==> src/rtl/sprite_pkg.sv <==
// Shared definitions for the sprite controllers.
// anim_state_t : animation sequencer states
// SCREEN_W/H   : visible screen size, shared by every sprite controller
package sprite_pkg;

  typedef enum logic [1:0] {
    IDLE = 2'd0,
    PLAY = 2'd1,
    HOLD = 2'd2
  } anim_state_t;

  localparam int SCREEN_W = 640;
  localparam int SCREEN_H = 480;

endpackage

==> src/rtl/sprite_addr_gen.sv <==
// Sprite ROM address generator.
// Turns the current draw pixel into a ROM address inside the active frame,
// optionally mirrored horizontally, and flags whether the pixel lies inside
// the sprite box. Outputs are registered: one cycle of latency.
// Ports:
//   vga_clk, reset        : pixel clock, synchronous active-high reset
//   flip                  : mirror horizontally
//   sprite_x, sprite_y    : sprite top-left corner on screen
//   draw_x, draw_y        : current pixel from the VGA controller
//   frame_idx             : frame currently displayed
//   rom_address           : ROM address for the pixel (0 when outside)
//   sprite_hit            : pixel inside the sprite box
module sprite_addr_gen #(
  parameter int FRAME_W = 64,
  parameter int FRAME_H = 96,
  parameter int ADDR_W  = 16
) (
  input  logic              vga_clk,
  input  logic              reset,
  input  logic              flip,
  input  logic [9:0]        sprite_x,
  input  logic [9:0]        sprite_y,
  input  logic [9:0]        draw_x,
  input  logic [9:0]        draw_y,
  input  logic [2:0]        frame_idx,
  output logic [ADDR_W-1:0] rom_address,
  output logic              sprite_hit
);

  localparam int FRAME_SIZE = FRAME_W * FRAME_H;

  logic signed [10:0] dx;
  logic signed [10:0] dy;
  logic [9:0]         lx;
  logic               in_box;
  logic [ADDR_W-1:0]  addr_next;

  // Offsets are 11-bit signed so pixels left of / above the sprite go negative.
  assign dx = $signed({1'b0, draw_x}) - $signed({1'b0, sprite_x});
  assign dy = $signed({1'b0, draw_y}) - $signed({1'b0, sprite_y});

  always_comb begin
    in_box    = 1'b0;
    lx        = '0;
    addr_next = '0;
    in_box = !dx[10] && (dx[9:0] < 10'(FRAME_W)) &&
             !dy[10] && (dy[9:0] < 10'(FRAME_H));
    lx = flip ? (10'(FRAME_W - 1) - dx[9:0]) : dx[9:0];
    if (in_box) begin
      addr_next = ADDR_W'(frame_idx) * ADDR_W'(FRAME_SIZE)
                + ADDR_W'(dy[9:0]) * ADDR_W'(FRAME_W)
                + ADDR_W'(lx);
    end
  end

  always_ff @(posedge vga_clk) begin
    if (reset) begin
      rom_address <= '0;
      sprite_hit  <= 1'b0;
    end else begin
      rom_address <= addr_next;
      sprite_hit  <= in_box;
    end
  end

endmodule

==> src/rtl/sprite_anim_ctrl.sv <==
// Animation sequencer and address generator for one sprite ROM/palette pair.
// Steps the displayed frame on vertical-blank ticks and maps the current draw
// pixel into the active frame's ROM address. The ROM samples rom_address on
// the falling edge, so colour is available on the following rising edge.
// Ports:
//   vga_clk, reset        : pixel clock, synchronous active-high reset
//   vsync                 : VGA vsync level (active-low); tick = falling edge
//   start, loop           : start pulse, loop mode sampled with start
//   stop                  : abort to IDLE showing frame 0 (beats start)
//   flip                  : mirror horizontally
//   sprite_x/y, draw_x/y  : sprite position and current pixel
//   rom_address, sprite_hit : registered pixel address and in-box flag
//   frame_idx             : frame currently displayed
//   busy                  : animating (PLAY or HOLD)
//   done                  : 1-cycle pulse when a one-shot finishes
module sprite_anim_ctrl
  import sprite_pkg::*;
#(
  parameter int FRAME_W     = 64,
  parameter int FRAME_H     = 96,
  parameter int NUM_FRAMES  = 8,
  parameter int FRAME_TICKS = 6,
  parameter int ADDR_W      = 16
) (
  input  logic              vga_clk,
  input  logic              reset,
  input  logic              vsync,
  input  logic              start,
  input  logic              loop,
  input  logic              stop,
  input  logic              flip,
  input  logic [9:0]        sprite_x,
  input  logic [9:0]        sprite_y,
  input  logic [9:0]        draw_x,
  input  logic [9:0]        draw_y,
  output logic [ADDR_W-1:0] rom_address,
  output logic              sprite_hit,
  output logic [2:0]        frame_idx,
  output logic              busy,
  output logic              done
);

  // A 1-bit counter still works when FRAME_TICKS is 1 (it just stays 0).
  localparam int CNT_W = (FRAME_TICKS > 1) ? $clog2(FRAME_TICKS) : 1;

  anim_state_t      state;
  logic [CNT_W-1:0] tick_cnt;
  logic             loop_latch;
  logic             vsync_prev;
  logic             tick;
  logic             last_tick;
  logic             last_frame;

  // History starts high so a vsync held low out of reset is not a tick.
  always_ff @(posedge vga_clk) begin
    if (reset) vsync_prev <= 1'b1;
    else       vsync_prev <= vsync;
  end

  assign tick       = vsync_prev & ~vsync;
  assign last_tick  = (tick_cnt == CNT_W'(FRAME_TICKS - 1));
  assign last_frame = (frame_idx == 3'(NUM_FRAMES - 1));

  // Sequencer: stop beats start, start restarts from any state.
  always_ff @(posedge vga_clk) begin
    if (reset) begin
      state      <= IDLE;
      tick_cnt   <= '0;
      loop_latch <= 1'b0;
      frame_idx  <= '0;
      busy       <= 1'b0;
      done       <= 1'b0;
    end else begin
      done <= 1'b0;
      if (stop) begin
        state     <= IDLE;
        tick_cnt  <= '0;
        frame_idx <= '0;
        busy      <= 1'b0;
      end else if (start) begin
        state      <= PLAY;
        tick_cnt   <= '0;
        loop_latch <= loop;
        frame_idx  <= '0;
        busy       <= 1'b1;
      end else begin
        case (state)
          IDLE: begin
            frame_idx <= '0;
            busy      <= 1'b0;
          end
          PLAY: begin
            if (tick) begin
              if (last_tick) begin
                tick_cnt <= '0;
                if (!last_frame) begin
                  frame_idx <= frame_idx + 3'd1;
                end else if (loop_latch) begin
                  frame_idx <= '0;
                end else begin
                  state <= HOLD;
                  done  <= 1'b1;
                end
              end else begin
                tick_cnt <= tick_cnt + CNT_W'(1);
              end
            end
          end
          HOLD: begin
            if (tick) begin
              state     <= IDLE;
              frame_idx <= '0;
              busy      <= 1'b0;
            end
          end
          default: begin
            state     <= IDLE;
            frame_idx <= '0;
            busy      <= 1'b0;
          end
        endcase
      end
    end
  end

  sprite_addr_gen #(
    .FRAME_W (FRAME_W),
    .FRAME_H (FRAME_H),
    .ADDR_W  (ADDR_W)
  ) u_addr_gen (
    .vga_clk     (vga_clk),
    .reset       (reset),
    .flip        (flip),
    .sprite_x    (sprite_x),
    .sprite_y    (sprite_y),
    .draw_x      (draw_x),
    .draw_y      (draw_y),
    .frame_idx   (frame_idx),
    .rom_address (rom_address),
    .sprite_hit  (sprite_hit)
  );

endmodule

==> config.mk <==
export PLATFORM = sky130hd
export DESIGN_NAME = sprite_anim_ctrl
export DESIGN_NICKNAME = d
export VERILOG_FILES = /design/src/rtl/sprite_pkg.sv /design/src/rtl/sprite_addr_gen.sv /design/src/rtl/sprite_anim_ctrl.sv
export SDC_FILE = /design/constraint.sdc
export NUM_CORES = 1
export LEC_CHECK = 0
export ABC_AREA = 1
export BUFFER_PORTS_ARGS = -buffer_cell sky130_fd_sc_hd__buf_2
export CAP_MARGIN = 15
export CORE_UTILIZATION = 40
export CTS_CLUSTER_SIZE = 12
export DETAILED_ROUTE_END_ITERATION = 10
export PLACE_DENSITY = 0.66
export SLEW_MARGIN = 20
export SYNTH_ARGS = -nofsm -noshare
export SYNTH_HDL_FRONTEND = slang
export SYNTH_SLANG_ARGS = --single-unit
==> constraint.sdc <==
create_clock -name vga_clk -period 3.85 [get_ports vga_clk]
set_clock_uncertainty 0.1 [all_clocks]
set_input_delay 0.77 -clock vga_clk [delete_from_list [all_inputs] [get_ports vga_clk]]
set_output_delay 0.77 -clock vga_clk [all_outputs]
set_load 0.02 [all_outputs]
==> metrics.yaml <==
grtUsageTotal: 0.1659
period_minus_slack_ns: 3.516
core_um2: 6869
required_ns: 3.91
maxSlewViolCount: 0
place_congestion: 0.8689
grt_max_degree: 18
path_clk_slew_ns: 0.06
setup_viol: 0
wl_met2_um: 2515
seq_area_frac_synth: 0.2019
arrival_ns: 3.58
finalPower_uw: 1051
final_common_cell: "nand2_1"
ys.warnings.count: 0
p_leak_uw: 0.002038
grt_pass1_wl_um: 10050
end_kind: "register"
fp-row-count: 30
die_y_um: 86.78
io_buffer_count: 68
setup_slack_ns: 0.3336
postRouteAntennaNets: 0
drtIter0Drc: 76
cts_hold_buffers: 0
final_nets: 597
cts_root_buffer: "clkbuf_8"
drc: 0
first_global_vias: 2433
ys_ff_latch: 29
synth.distinct_cells: 31
setup_tns_ns: 0
fmax_ghz: 0.2844
start_kind: "input port"
wl_met1_um: 2988
antenna_found_initial: 0
initial_core_util: 0.4186
dp_slack_ns: -0.04719
cts-resized-gates: 0
num_io_pins: 69
wl_um: 5742
syn_avg_cell_area_um2: 6.687
grt-ovfl-total: 0
crit_type: "in -> reg"
slew_headroom: 0.7375
cts.sinks: 29
vias_per_cell: 4.457
route.detailed.wl_per_inst_um: 9.413
drv_cap: 0
cts_buffers: 5
place_hpwl_um: 4967
cp_max_fo: 3
cts_max_path_buffers: 2
netlist_instances: 430
die_area_um2: 7531
syn_area_um2: 2875
drtPass1Iterations: 4
status: "completed"
clkLatencyLatePin_ns: 0.28
power_density_nw_per_um2: 301.6
met3WireLength_um: 178
vdd_drop_max_mv: 0.1089
post-route-period-util: 0.9133
top_layer: "met4"
syn2layout_area_growth_pct: 21.19
hp-class: "reg -> reg"
cts_tree: "yes"
mostFrequentLayoutCells: "nand2_1, inv_1, buf_2"
n_antenna_cell: 0
die_w_um: 86.78
htree_levels: 2
grt_setup_unrepaired: "false"
tightest_slew_ns: 0.3897
syn_nets: 514
num_vias: 2719
drive_gt1_frac: 0.2393
cts_setup_buffers: 0
hold_viol: 0
registers in the layout (all words and copies together), names as in the netlist:
register / cells
busy: 1
done: 1
frame_idx: 3
loop_latch: 1
state: 2
tick_cnt: 3
u_addr_gen.rom_address: 16
u_addr_gen.sprite_hit: 1
vsync_prev: 1
kinds of logic (layout without fill, tap and decap cells):
kind of cell,after synthesis,after routing,share of synthesized area
AO/OA/AOI/OAI,33,33,0.06876
buffers and inverters,96,180,0.1323
adder cells (fa/ha/maj),37,37,0.1715
flip-flops,29,29,0.2019
AND/OR/NAND/NOR,216,216,0.3677
XOR/XNOR,19,19,0.05788
stage by stage:
step,utilization,std cells,cell area [µm²],hold WS (ns)
after global placement,0.4925,602,3383,0.3470
final,0.5073,610,3485,0.3672
after CTS,0.5073,610,3485,0.3714
after global routing,0.5073,610,3485,0.3848
after floorplan,-,430,2875,0.3597
after detailed placement,0.4925,602,3383,0.3622
report_power, final:
part | switching (µW) | internal (µW)
Combinational | 277 | 199
Sequential | 1.81 | 303
Clock | 109 | 161
Total | 388 | 663
final cells by class:
type | instances | area [µm²]
inverter | 94 | 352.8
clock buffer | 7 | 96.34
multi-input combinational | 305 | 1914
timing repair buffer | 78 | 415.4
fill | 717 | 3385
tap | 96 | 120.1
sequential | 29 | 580.6
clock inverter | 1 | 5.005
synthesized netlist by cell type:
master    count  share of area
a211oi_1      2         0.0052
a21oi_1      17          0.030
a21oi_2       1         0.0030
a31o_2        1         0.0030
a31oi_1       1         0.0022
buf_12        1         0.0070
buf_4         1         0.0026
dfxtp_1      29           0.20
fa_1          4          0.028
ha_1         33           0.14
inv_1        91           0.12
inv_2         3         0.0039
nand2_1     110           0.14
nand2_2      10          0.022
nand2_4       3          0.012
nand3_1      27          0.047
nand3_2       4          0.014
nand3b_1      4          0.010
nand4_1       8          0.017
nor2_1       32          0.042
nor2_2        2         0.0044
nor2_4       12          0.047
nor3_1        2         0.0035
nor4_1        1         0.0022
o21ai_0       4         0.0070
o21bai_1      5          0.013
o22ai_1       1         0.0022
o311a_1       1         0.0035
or2_4         1         0.0030
xnor2_1      10          0.030
xor2_1        9          0.027
final timing paths:
kind	from	to	slack, ns	cells past startpoint
worst max-delay path	draw_x[0]	u_addr_gen.rom_address[14]	0.33	19
worst min-delay path	busy	busy	0.37	2
worst max register to register	frame_idx[0]	u_addr_gen.rom_address[15]	1.53	11
worst min register to register	busy	busy	0.37	2
critical path: stages:
cell and delay, ns:
buf_2 0.09, inv_1 0.04, ha_1 0.16, inv_1 0.07
fa_1 0.38, nand3_1 0.10, nand3_2 0.07, nand2_1 0.06
nand2_1 0.06, xnor2_1 0.14, ha_1 0.29, o21ai_1 0.11
fa_1 0.45, o21ai_0 0.36, nand3_1 0.15, nand3_1 0.09
nand2_1 0.05, inv_1 0.08, nor2_4 0.04
per-layer routing:
| metal | GRT usage | up-vias |
|---|---|---|
| met5 | 0 | - |
| met4 | 0.05000 | 0 |
| met3 | 0.02476 | 6 |
| met2 | 0.2770 | 54 |
| met1 | 0.2201 | 1161 |
| li1 | - | 1498 |
No activity file was read; power rests on OpenSTA's default activity.
